**config.mk**
```make
export PLATFORM = sky130hd
export DESIGN_NAME = udp_tx
export DESIGN_NICKNAME = d
export VERILOG_FILES = /design/src/rtl/udp_tx.sv
export SDC_FILE = /design/constraint.sdc
export NUM_CORES = 1
export LEC_CHECK = 0
export CORE_ASPECT_RATIO = 0.75
export CORE_UTILIZATION = 65
export CTS_CLUSTER_DIAMETER = 120
export CTS_CLUSTER_SIZE = 30
export DETAILED_ROUTE_END_ITERATION = 8
export PLACE_DENSITY = 0.91
export SLEW_MARGIN = 15
export SYNTH_ARGS = -nofsm -noshare
export SYNTH_HDL_FRONTEND = slang
export SYNTH_SLANG_ARGS = --single-unit
export TNS_END_PERCENT = 50
```
**constraint.sdc**
```tcl
create_clock -name clk -period 27.5 [get_ports clk]
set_input_delay 4.125 -clock clk [delete_from_list [all_inputs] [get_ports clk]]
set_output_delay 4.125 -clock clk [all_outputs]
set_load 0.01 [all_outputs]
```
**src/rtl/udp_tx.sv**
```systemverilog
// Ethernet II / IPv4 / UDP frame transmitter: one frame byte per clock from preamble to FCS,
// payload pulled from a first-word-fall-through byte source.
module udp_tx #(
   parameter logic [47:0] BOARD_MAC  = 48'h00_11_22_33_44_55,
   parameter logic [47:0] DES_MAC    = 48'hFF_FF_FF_FF_FF_FF,
   parameter logic [31:0] BOARD_IP   = 32'hC0A8_000A,
   parameter logic [31:0] DES_IP     = 32'hC0A8_0002,
   parameter logic [15:0] BOARD_PORT = 16'd1234,
   parameter logic [15:0] DES_PORT   = 16'd1234
) (
   input  logic        clk,
   input  logic        rst,
   input  logic        tx_start_en,
   input  logic [7:0]  tx_value,
   input  logic [10:0] word_cnt,
   input  logic [31:0] data_sum,
   output logic        tx_done,
   output logic        tx_req,
   output logic [7:0]  tx_data,
   output logic        tx_valid
);

   typedef enum logic [3:0] {
      S_IDLE, S_PREAMBLE, S_ETH_HDR, S_IP_HDR, S_UDP_HDR,
      S_PAYLOAD, S_PAD, S_FCS, S_GAP
   } state_t;

   // state/cnt name the byte that will be registered onto tx_data at the next edge
   state_t      state, state_nx;
   logic [10:0] cnt, cnt_nx;
   logic [10:0] wc_q;
   logic [31:0] sum_q;
   logic [15:0] ip_id, ip_csum, udp_csum;
   logic [31:0] crc;
   logic [7:0]  byte_nx;
   logic        emit, crc_en, last;

   logic [15:0] ip_len, udp_len;
   assign ip_len  = 16'd28 + {5'd0, wc_q};
   assign udp_len = 16'd8  + {5'd0, wc_q};

   logic [19:0] ip_sum;
   logic [16:0] ip_f1;
   logic [15:0] ip_f2;
   logic [33:0] udp_sum;
   logic [18:0] udp_f1;
   logic [16:0] udp_f2;
   logic [15:0] udp_f3, udp_inv;

   always_comb begin
      ip_sum = 20'h04500 + {4'd0, ip_len} + {4'd0, ip_id} + 20'h04000 + 20'h04011
             + {4'd0, BOARD_IP[31:16]} + {4'd0, BOARD_IP[15:0]}
             + {4'd0, DES_IP[31:16]} + {4'd0, DES_IP[15:0]};
      ip_f1  = {1'b0, ip_sum[15:0]} + {13'd0, ip_sum[19:16]};
      ip_f2  = ip_f1[15:0] + {15'd0, ip_f1[16]};

      udp_sum = {2'd0, sum_q}
              + {18'd0, BOARD_IP[31:16]} + {18'd0, BOARD_IP[15:0]}
              + {18'd0, DES_IP[31:16]} + {18'd0, DES_IP[15:0]}
              + 34'h11 + {18'd0, udp_len} + {18'd0, BOARD_PORT}
              + {18'd0, DES_PORT} + {18'd0, udp_len};
      udp_f1  = {3'd0, udp_sum[15:0]} + {1'b0, udp_sum[33:16]};
      udp_f2  = {1'b0, udp_f1[15:0]} + {14'd0, udp_f1[18:16]};
      udp_f3  = udp_f2[15:0] + {15'd0, udp_f2[16]};
      udp_inv = ~udp_f3;
   end

   logic [111:0] eth_hdr;
   logic [159:0] ip_hdr;
   logic [63:0]  udp_hdr;
   logic [31:0]  fcs;
   logic [7:0]   eth_b [0:13];
   logic [7:0]   ip_b  [0:19];
   logic [7:0]   udp_b [0:7];
   logic [7:0]   fcs_b [0:3];

   assign eth_hdr = {DES_MAC, BOARD_MAC, 16'h0800};
   assign ip_hdr  = {16'h4500, ip_len, ip_id, 16'h4000, 8'h40, 8'h11, ip_csum, BOARD_IP, DES_IP};
   assign udp_hdr = {BOARD_PORT, DES_PORT, udp_len, udp_csum};
   assign fcs     = ~crc;

   // headers go out MSB byte first, the FCS LSB byte first
   always_comb begin
      for (int i = 0; i < 14; i++) eth_b[i] = eth_hdr[8*(13-i) +: 8];
      for (int i = 0; i < 20; i++) ip_b[i]  = ip_hdr[8*(19-i) +: 8];
      for (int i = 0; i < 8; i++)  udp_b[i] = udp_hdr[8*(7-i) +: 8];
      for (int i = 0; i < 4; i++)  fcs_b[i] = fcs[8*i +: 8];
   end

   function automatic logic [31:0] crc32_byte(input logic [31:0] c, input logic [7:0] d);
      logic [31:0] r;
      r = c ^ {24'd0, d};
      for (int i = 0; i < 8; i++)
         r = r[0] ? ((r >> 1) ^ 32'hEDB8_8320) : (r >> 1);
      return r;
   endfunction

   // tx_value is consumed at every edge where tx_req is high; the source must
   // present the next byte in the following cycle.
   assign tx_req = (state == S_PAYLOAD);

   always_comb begin
      state_nx = state;
      cnt_nx   = cnt + 11'd1;
      byte_nx  = 8'h00;
      emit     = 1'b0;
      crc_en   = 1'b0;
      last     = 1'b0;
      case (state)
         S_IDLE: begin
            cnt_nx = 11'd0;
            if (tx_start_en) begin
               emit     = 1'b1;
               byte_nx  = 8'h55;
               state_nx = S_PREAMBLE;
               cnt_nx   = 11'd1;
            end
         end
         S_PREAMBLE: begin
            emit    = 1'b1;
            byte_nx = 8'h55;
            if (cnt == 11'd7) begin
               byte_nx  = 8'hD5;
               state_nx = S_ETH_HDR;
               cnt_nx   = 11'd0;
            end
         end
         S_ETH_HDR: begin
            emit    = 1'b1;
            crc_en  = 1'b1;
            byte_nx = eth_b[cnt[3:0]];
            if (cnt == 11'd13) begin
               state_nx = S_IP_HDR;
               cnt_nx   = 11'd0;
            end
         end
         S_IP_HDR: begin
            emit    = 1'b1;
            crc_en  = 1'b1;
            byte_nx = ip_b[cnt[4:0]];
            if (cnt == 11'd19) begin
               state_nx = S_UDP_HDR;
               cnt_nx   = 11'd0;
            end
         end
         S_UDP_HDR: begin
            emit    = 1'b1;
            crc_en  = 1'b1;
            byte_nx = udp_b[cnt[2:0]];
            if (cnt == 11'd7) begin
               state_nx = (wc_q == 11'd0) ? S_PAD : S_PAYLOAD;
               cnt_nx   = 11'd0;
            end
         end
         S_PAYLOAD: begin
            emit    = 1'b1;
            crc_en  = 1'b1;
            byte_nx = tx_value;
            if (cnt == wc_q - 11'd1) begin
               state_nx = (wc_q < 11'd18) ? S_PAD : S_FCS;
               cnt_nx   = 11'd0;
            end
         end
         S_PAD: begin
            emit   = 1'b1;
            crc_en = 1'b1;
            if (cnt == 11'd17 - wc_q) begin
               state_nx = S_FCS;
               cnt_nx   = 11'd0;
            end
         end
         S_FCS: begin
            emit    = 1'b1;
            byte_nx = fcs_b[cnt[1:0]];
            if (cnt == 11'd3) begin
               last     = 1'b1;
               state_nx = S_GAP;
               cnt_nx   = 11'd0;
            end
         end
         S_GAP: begin
            if (cnt == 11'd11) begin
               state_nx = S_IDLE;
               cnt_nx   = 11'd0;
            end
         end
         default: begin
            state_nx = S_IDLE;
            cnt_nx   = 11'd0;
         end
      endcase
   end

   always_ff @(posedge clk or posedge rst) begin
      if (rst) begin
         state    <= S_IDLE;
         cnt      <= 11'd0;
         wc_q     <= 11'd0;
         sum_q    <= 32'd0;
         ip_id    <= 16'd0;
         ip_csum  <= 16'd0;
         udp_csum <= 16'd0;
         crc      <= 32'hFFFF_FFFF;
         tx_data  <= 8'h00;
         tx_valid <= 1'b0;
         tx_done  <= 1'b0;
      end else begin
         state    <= state_nx;
         cnt      <= cnt_nx;
         tx_data  <= byte_nx;
         tx_valid <= emit;
         tx_done  <= last;
         if (state == S_IDLE && tx_start_en) begin
            wc_q  <= word_cnt;
            sum_q <= data_sum;
         end
         // inputs to both checksums are stable from the start edge on
         if (state == S_PREAMBLE) begin
            ip_csum  <= ~ip_f2;
            udp_csum <= (udp_inv == 16'h0000) ? 16'hFFFF : udp_inv;
         end
         if (state == S_IDLE)
            crc <= 32'hFFFF_FFFF;
         else if (crc_en)
            crc <= crc32_byte(crc, byte_nx);
         if (last)
            ip_id <= ip_id + 16'd1;
      end
   end

endmodule

```
==> run_results.csv, run 1 <==
group,metric,value,unit
route,vias_per_cell,6.62,
die,start_util,0.668,
setup_path,cp-start-kind,"register",
timing,clock_skew,0.0143,ns
route,first_pass_iters,8,
route,routed_wirelength,37.1,mm
grt,gr-total-overflow,0,
hold_path,hp-class,"reg2reg",
cts,cts_tree,"done",
setup_path,crit_family,"simple AND/OR/NAND/NOR gates",
cts,cts_resized,0,
setup_path,critPathCaptureType,"register",
setup_path,cp_max_fo,17,
hold_path,min_to,"ip_csum[7]",
grt,antenna_found_initial,0,
cts,h-tree-depth,4,
die,die_h,125,µm
setup_path,cp_common_cell,"ha_1",
cells_and_area,syn_to_final_growth,10.3,%
run,drv_cap,0,
setup_path,worstSetupPathType,"reg2reg",
cells_and_area,num_antenna_cells,0,
timing,worst_slew_pin_slew,1.16,ns
timing,hold_viol,0,
setup_path,critPathLaunch,"wc_q[5]",
timing,rsz0062_at_grt,"false",
timing,maxSlewViolCount,0,
setup_path,r2r_cells,42,
timing,max_freq,94.3,MHz
cts,cts_sinks,148,
cts,worst_skew_pair.late_latency,0.44,ns
route,drtAntennaViolNets,0,
die,ios,65,
grt,busiest_layer,"met1",
synthesis,yosysWarnings,0,
synthesis,synth_cell_type_count,99,
timing,max-slew-margin-rel,0.226,
cts,numCtsBuffers,17,
place,dp.final_hpwl,27.7,mm
cells_and_area,fillers,1414,
grt,gr-usage-met1,0.550,
place,gp_congestion,1.01,
die,die_w,166,µm
route,num_vias,11600,
cells_and_area,nets,1642,
synthesis,ys.flop_type,"dfrtp_1",
route,wl_per_cell,21.1,µm
place,io_buffers,64,
cts,clockBufferDepth,2,
timing,setup_viol,0,
die,num_rows,44,
setup_path,slowest_delay,0.71,ns
synthesis,ys_ff_latch,148,
grt,grt_max_degree,77,
synthesis,synth_edf_count,0,
synthesis,synth_area_per_cell,8.93,µm²
route,route.detailed.drc,0,
timing,finalSetupTns,0,ns
cts,ctsHoldBuffers,0,
grt,grt_use_met2,0.514,
setup_path,worstReg2RegStart,"wc_q[5]",
grt,grt_pass1_vias,10800,
setup_path,cp_num_buf_inv,2,
die,core_area,0.0195,mm²
cts,clk_pin_slew,0.07,ns
setup_path,reg2reg_to,"udp_csum[9]",
setup_path,required,27.85,ns
cts,cts.root.buffer_cell,"clkbuf_16",
synthesis,synthCells,1463,
setup_path,slowest_stage,"dfrtp_1",
cells_and_area,layout-drive-gt1-share,0.124,
grt,grt_usage,0.364,
die,die_area,0.0207,mm²
synthesis,seq_area_frac_synth,0.287,
setup_path,cp_data_arrival_time,10.96,ns
setup_path,rrSetupSlack,16.89,ns
route,drt_iter0_markers,1571,
grt,grt_pass1_wl,59.0,mm
synthesis,syn_nets,1615,
timing,post-route-min-period,10.61,ns
run_status,status,"complete, no violations",
timing,post-route-period-util,0.386,
synthesis,async_flop_share,1.00,
synthesis,netlist_area,0.0131,mm²
hold_path,min-delay-start,"ip_csum[7]",
grt,gr-usage-met3,0.0820,
hold_path,min_path_cells,2,
cts,cts_setup_buffers,0,
## worst register-to-register path: cells and delay by family, from the launching register on
family          cells  cell delay, ns
mux                 1            0.20
fa+ha+maj           7            2.04
buf+inv             2            0.13
flops               1            0.71
compound gates     13            3.07
simple gates       15            3.67
xor+xnor            4            0.69
## logic make-up after synthesis
logic type      synth area share
compound gates             0.166
xor+xnor                   0.156
fa+ha+maj                 0.0962
buf+inv                   0.0424
flops                      0.287
mux                       0.0661
simple gates               0.187
## routing by layer
layer / wire (µm) / share of wire
met2: 15500 / 0.42
met5: 0 / 0
met3: 4460 / 0.12
met4: 757 / 0.020
met1: 16400 / 0.44
## registers in the layout, summed over array words and instances, names as in the netlist
| name | flops |
|---|---|
| udp_csum | 16 |
| ip_csum | 16 |
| ip_id | 16 |
| wc_q | 11 |
| cnt | 11 |
| sum_q | 32 |
| tx_done | 1 |
| tx_valid | 1 |
| crc | 32 |
| tx_data | 8 |
| state | 4 |
## through the flow
stage,utilization,setup WS [ns],cell area (µm²),hold WS [ns],cells
global route,0.737,15.90,14400,0.514,1756
CTS,0.737,17.14,14400,0.483,1756
finish,0.737,16.89,14400,0.476,1756
detailed placement,0.707,17.23,13800,0.468,1724
floorplan,-,18.52,13100,0.444,1463
global placement,0.707,17.41,13800,0.462,1724
## synthesized netlist by cell type (all sizes together) (13+ instances only)
| cell type | n | area share |
|---|---|---|
| o21ai | 71 | 0.027 |
| nor2 | 129 | 0.037 |
| nor3b | 13 | 0.0079 |
| buf | 29 | 0.013 |
| a31oi | 18 | 0.0086 |
| mux2 | 48 | 0.041 |
| dfstp | 32 | 0.064 |
| nand2 | 111 | 0.034 |
| nor4 | 18 | 0.010 |
| xnor2 | 124 | 0.087 |
| xor2 | 87 | 0.064 |
| a21oi | 92 | 0.035 |
| nand3 | 43 | 0.016 |
| a21o | 14 | 0.0080 |
| a211oi | 18 | 0.011 |
| nand4 | 20 | 0.011 |
| clkbuf | 35 | 0.010 |
| dfrtp | 116 | 0.22 |
| and3 | 22 | 0.011 |
| nor3 | 29 | 0.012 |
| inv | 69 | 0.020 |
| ha | 94 | 0.090 |
## cell type report
class,instances,area (µm²),area share
inverter,69,264,0.0183
clock inverter,13,131,0.00912
multi-input combinational,1182,8790,0.610
timing repair buffer,72,701,0.0486
tap,253,317,0.0220
clock buffer,19,464,0.0322
sequential,148,3740,0.260
## worst max path at each step
| stage | end | slack, ns | depth (start not counted) |
|---|---|---|---|
| 6_report | udp_csum[9] | 16.89 | 42 |
| 2_1_floorplan | udp_csum[1] | 18.52 | 47 |
| 3_3_place_gp | udp_csum[9] | 17.41 | 42 |
| 5_1_grt | udp_csum[9] | 15.90 | 43 |
| 4_1_cts | udp_csum[9] | 17.14 | 43 |
| 3_5_place_dp | udp_csum[9] | 17.23 | 43 |
## layout by cell type (no fill, tap or decap), drive strengths merged, types with 14 or more instances in the layout
cell / n
nand2: 111
ha: 94
xnor2: 124
mux2: 48
a21o: 14
nand3: 43
xor2: 87
clkdlybuf4s50: 64
nor2: 129
clkbuf: 19
dfstp: 32
nor3: 29
a31oi: 18
nand4: 20
inv: 77
dfrtp: 116
a21oi: 92
o21ai: 71
and3: 22
nor4: 18
a211oi: 18
Power of run 1 is left out: the tool's default activity adds up to more than one toggle a clock period on the data nets, which glitch-free logic cannot reach.
==> inputs of run 2 (changes only) <==
Settings changed: CORE_UTILIZATION 65 to 56, PLACE_DENSITY 0.91 to 0.84.
Clock period 27.5 ns to 9 ns, I/O delays scaled along.
==> run 2 against run 1 <==
Effect of this change: the flow now finishes with violations (setup timing); final cell count increased by 5.5%; core utilization decreased by 5.9 points; wire length increased by 0.78%; cell area increased by 5.8%; flip-flop and latch count unchanged; first-iteration DRC count decreased by 15%; sequential share of layout area decreased by 1.4 points; non-clock buffer count increased by 54; worst setup slack got worse by 17 ns; critical path depth increased by 1; global-route usage decreased by 4.8 points; fmax increased by 17%.
==> run_results.csv, run 2 (synthesized netlist as in run 1, its figures left out) <==
group,metric,value,unit
run_status,status,"complete, but fails checks",
run_status,violations,"setup timing",
setup_path,slowest_delay,0.55,ns
cells_and_area,multi_input_area,0.00918,mm²
hold_path,min_to,"ip_csum[15]",
timing,worst_slew_pin_slew,1.12,ns
die,start_util,0.582,
timing,hold_viol,0,
cells_and_area,layout-drive-gt1-share,0.194,
setup_path,required,9.38,ns
grt,grt_max_degree,78,
cts,cts.root.buffer_cell,"clkbuf_16",
route,first_pass_iters,5,
cells_and_area,fin_util,0.679,
setup_path,slowest_stage,"or4b_4",
route,drt_iter0_markers,1339,
place,gp_congestion,0.985,
die,core_area,0.0225,mm²
setup_path,rrSetupSlack,-0.1,ns
cells_and_area,seq_area,0.00375,mm²
timing,max-slew-margin-rel,0.251,
cells_and_area,final_cell_mix,"nor2_1, xnor2_1, dfrtp_1",
grt,grt_pass1_wl,58.8,mm
timing,post-route-period-util,1.01,
cells_and_area,nets,1697,
die,die_w,178,µm
die,ios,65,
timing,clock_skew,0.0137,ns
route,drtAntennaViolNets,0,
cts,clockBufferDepth,2,
grt,gr-total-overflow,0,
setup_path,cp_max_fo,8,
setup_path,critPathCaptureType,"register",
setup_path,worstReg2RegStart,"wc_q[3]",
place,io_buffers,64,
route,vias_per_cell,6.39,
cts,h-tree-depth,4,
cts,cts_sinks,148,
route,num_vias,11800,
timing,hold_slack,0.476,ns
timing,setup_slack,-0.0983,ns
grt,grt_pass1_vias,11100,
hold_path,min_path_cells,2,
setup_path,reg2reg_to,"udp_csum[0]",
setup_path,cp-start-kind,"register",
die,die_h,134,µm
cells_and_area,layout_commonest_cell,"nor2_1",
route,wl_per_cell,20.2,µm
setup_path,cp_data_arrival_time,9.48,ns
die,die_area,0.0239,mm²
setup_path,cp_num_buf_inv,4,
cts,clk_pin_slew,0.07,ns
grt,antenna_found_initial,0,
timing,finalSetupTns,-1.05,ns
timing,setup_viol,15,
route,route.detailed.drc,0,
run,drv_cap,0,
cells_and_area,fin_cells,1852,
route,routed_wirelength,37.4,mm
cells_and_area,reg_top3,"crc: 32 flops, sum_q: 32 flops",
grt,grt_usage,0.316,
die,num_rows,47,
cts,worst_skew_pair.late_latency,0.45,ns
place,place_inst,1799,
cells_and_area,syn_to_final_growth,16.7,%
setup_path,worstSetupPathType,"reg2reg",
hold_path,min-delay-start,"ip_csum[15]",
cts,numCtsBuffers,17,
timing,rsz0062_at_grt,"true",
timing,post-route-min-period,9.10,ns
cells_and_area,num_antenna_cells,0,
cells_and_area,fillers,1734,
setup_path,r2r_cells,43,
place,dp.final_hpwl,27.1,mm
timing,maxSlewViolCount,0,
timing,max_freq,110,MHz
hold_path,hp-class,"reg2reg",
cts,cts_tree,"done",
setup_path,crit_family,"simple AND/OR/NAND/NOR gates",
-- run 2: cell types whose count changed in the layout (fill, tap and decap cells not counted), sizes merged --
| cell | previous run | this run |
|---|---|---|
| buf | 8 | 62 |
| bufinv | 0 | 1 |
| clkbuf | 19 | 22 |
| clkinv | 5 | 4 |
| clkinvlp | 0 | 1 |
| inv | 77 | 73 |
| or3b | 2 | 3 |
-- run 2: worst max path at each step --
stage                         from      endpoint  slack [ns]  cells after the start
final                      wc_q[3]   udp_csum[0]        -0.1                     43
after global routing       wc_q[3]   udp_csum[0]       -0.48                     44
after CTS                 sum_q[1]   udp_csum[9]        0.03                     44
after detailed placement  sum_q[1]   udp_csum[9]       -0.47                     44
after global placement    sum_q[1]  udp_csum[10]        0.02                     44
after floorplan            wc_q[0]   udp_csum[1]        0.02                     47
-- run 2: layout make-up --
type | count | area share
clock inverter | 10 | 0.00632
timing repair buffer | 126 | 0.0733
tap | 294 | 0.0241
inverter | 69 | 0.0173
sequential | 148 | 0.246
multi-input combinational | 1183 | 0.602
clock buffer | 22 | 0.0312
-- run 2: routing by layer --
metal	vias to the layer above	global-route usage	wire length, µm
met5	-	0	0
met4	0	0.0942	881
met3	75	0.0737	3830
met2	620	0.443	15900
met1	5713	0.476	16700
li1	5418	-	-
-- run 2: worst min-delay path, cell delays in order, from the launching register on --
cell	delay, ns
dfrtp_1	0.34
nand2_1	0.04
o21ai_0	0.06
-- run 2: repair_timing --
item	CTS	global route
cloned	1	0
endpoints found under the setup margin	15	16
resized for setup	13	77
hold endpoints to repair	0	0
buffers inserted	0	20
hold buffers	0	0
pin swaps	1	47
-- run 2: per-stage QoR --
stage	area (µm²)	setup WS, ns
after floorplan	13100	0.0168
after global placement	14100	0.0177
after detailed placement	14100	-0.467
after CTS	14700	0.0308
after global routing	15200	-0.475
final	15200	-0.0983
Power of run 2 is left out for the same reason.
==> inputs of run 3 (changes only) <==
Settings changed: CAP_MARGIN set to 20, CORE_UTILIZATION 56 to 60, DONT_BUFFER_PORTS set to 1, PLACE_DENSITY 0.84 to 0.85.
==> run 3 against run 2 <==
Effect of this change: sequential share of layout area is 1.0 points higher; non-clock buffer count decreased by 63; flip-flop and latch count unchanged; the flow still finishes with violations (setup timing); first-iteration DRC count up 3.1%; worst hold slack hardly changed; die area down 6.6%; critical path depth grew 2; final cell count is 3.8% lower; highest routed layer is now met5; clock-buffer cell count decreased by 4; cell area down 4.0%; critical endpoint is now udp_csum[1]; clock skew is 0.0010 ns higher; register-to-register slack gained 0.05 ns.
==> run_results.csv, run 3 (synthesized netlist as in run 1, its figures left out) <==
group,metric,value,unit
setup_path,cp_max_fo,7,
route,vias_per_cell,6.55,
setup_path,critPathLaunch,"wc_q[0]",
setup_path,worstReg2RegStart,"wc_q[0]",
cts,h-tree-depth,4,
route,wl_per_cell,20.9,µm
route,drtAntennaViolNets,0,
cells_and_area,design_area,0.0146,mm²
cells_and_area,seq_area,0.00375,mm²
place,gp_congestion,0.972,
cts,clk_pin_slew,0.07,ns
place,dp.final_hpwl,26.4,mm
cells_and_area,layout_commonest_cell,"nor2_1",
route,drt_iter0_markers,1380,
cts,cts_sinks,148,
cts,cts_tree,"done",
die,die_w,172,µm
setup_path,cp_common_cell,"a21oi_2",
grt,grt_pass1_wl,56.2,mm
timing,post-route-period-util,1.01,
cells_and_area,multi_input_area,0.00916,mm²
cells_and_area,fin_cells,1782,
die,ios,65,
die,core_area,0.0212,mm²
timing,post-route-min-period,9.05,ns
timing,worst_slew_pin_slew,0.976,ns
grt,gr-total-overflow,0,
setup_path,required,9.38,ns
die,die_h,130,µm
place,place_inst,1724,
setup_path,slowest_delay,0.47,ns
timing,setup_slack,-0.0503,ns
cells_and_area,fillers,1506,
die,start_util,0.615,
die,num_rows,46,
timing,rsz0062_at_grt,"true",
route,first_pass_iters,5,
timing,hold_viol,0,
setup_path,crit_family,"compound AO/OA/AOI/OAI gates",
cts,clockBufferDepth,2,
setup_path,cp_data_arrival_time,9.43,ns
timing,finalSetupTns,-0.474,ns
cells_and_area,nets,1633,
setup_path,slowest_stage,"or3b_4",
run_status,status,"complete, but fails checks",
route,route.detailed.drc,0,
setup_path,cp_num_buf_inv,2,
hold_path,hp-class,"reg2reg",
grt,grt_pass1_vias,10500,
timing,clock_skew,0.0147,ns
cells_and_area,layout-drive-gt1-share,0.206,
place,pre_cts_slack,-0.170,ns
setup_path,worstSetupPathType,"reg2reg",
setup_path,cp-start-kind,"register",
grt,antenna_found_initial,1,
cells_and_area,final_cell_mix,"nor2_1, xnor2_1, dfrtp_1",
route,num_vias,11700,
setup_path,critPathCaptureType,"register",
cells_and_area,reg_top3,"crc: 32 flops, sum_q: 32 flops",
timing,max_freq,110,MHz
die,die_area,0.0224,mm²
cells_and_area,num_antenna_cells,0,
timing,max-slew-margin-rel,0.349,
cells_and_area,syn_to_final_growth,12.0,%
cts,worst_skew_pair.late_latency,0.45,ns
cts,numCtsBuffers,17,
route,routed_wirelength,37.2,mm
cts,cts.root.buffer_cell,"clkbuf_16",
timing,maxSlewViolCount,0,
run_status,violations,"setup timing",
timing,setup_viol,15,
grt,grt_usage,0.326,
grt,grt_max_degree,79,
run,drv_cap,0,
place,place_area,0.0134,mm²
place,io_buffers,0,
hold_path,min-delay-start,"ip_csum[2]",
-- run 3: changes by cell type in the layout (fill, tap and decap cells not counted), sizes merged --
cell,delta
bufinv,-1
clkbuf,-3
clkdlybuf4s50,-64
clkinv,-2
clkinvlp,-1
inv,+8
or3b,-1
-- run 3: stage by stage --
stage	hold slack, ns	util
3_5_place_dp	0.470	0.633
2_1_floorplan	0.444	-
6_report	0.477	0.689
3_3_place_gp	0.461	0.633
4_1_cts	0.484	0.662
5_1_grt	0.509	0.689
-- run 3: timing repair --
item	4_1_cts	5_1_grt
cloned	0	1
setup buffers	0	24
gates resized for setup	11	78
pin swaps	1	49
hold buffers	0	0
setup endpoints to repair	15	16
-- run 3: final timing paths --
path / to / slack (ns) / cells past startpoint
min in group asynchronous: sum_q[15] / 0.89 / 1
max in group asynchronous: ip_id[15] / 6.76 / 2
max: udp_csum[1] / -0.05 / 45
min: ip_csum[2] / 0.48 / 2
min reg2reg: ip_csum[2] / 0.48 / 2
max reg2reg: udp_csum[1] / -0.05 / 45
-- run 3: layer usage --
layer  wire (µm)  share of wire  track usage  vias up
li1            -              -            -     5302
met1       16300           0.44        0.488     5598
met2       16200           0.43        0.468      666
met3        3890           0.10       0.0773      100
met4         855          0.023       0.0890        2
met5          10        0.00027            0        -
-- run 3: worst min-delay path, delay by kind of cell (launching register included) --
| kind | cells | cell delay [ns] |
|---|---|---|
| AO/OA/AOI/OAI | 1 | 0.06 |
| flip-flops | 1 | 0.34 |
| AND/OR/NAND/NOR | 1 | 0.04 |
-- run 3: area by class of cell --
cell class	count	share of cell area
Inverter	69	0.0182
Timing Repair Buffer	63	0.0357
Tap cell	288	0.0246
Multi-Input combinational cell	1182	0.626
Sequential cell	148	0.256
Clock inverter	14	0.00864
Clock buffer	18	0.0308
Power of run 3 is left out for the same reason.
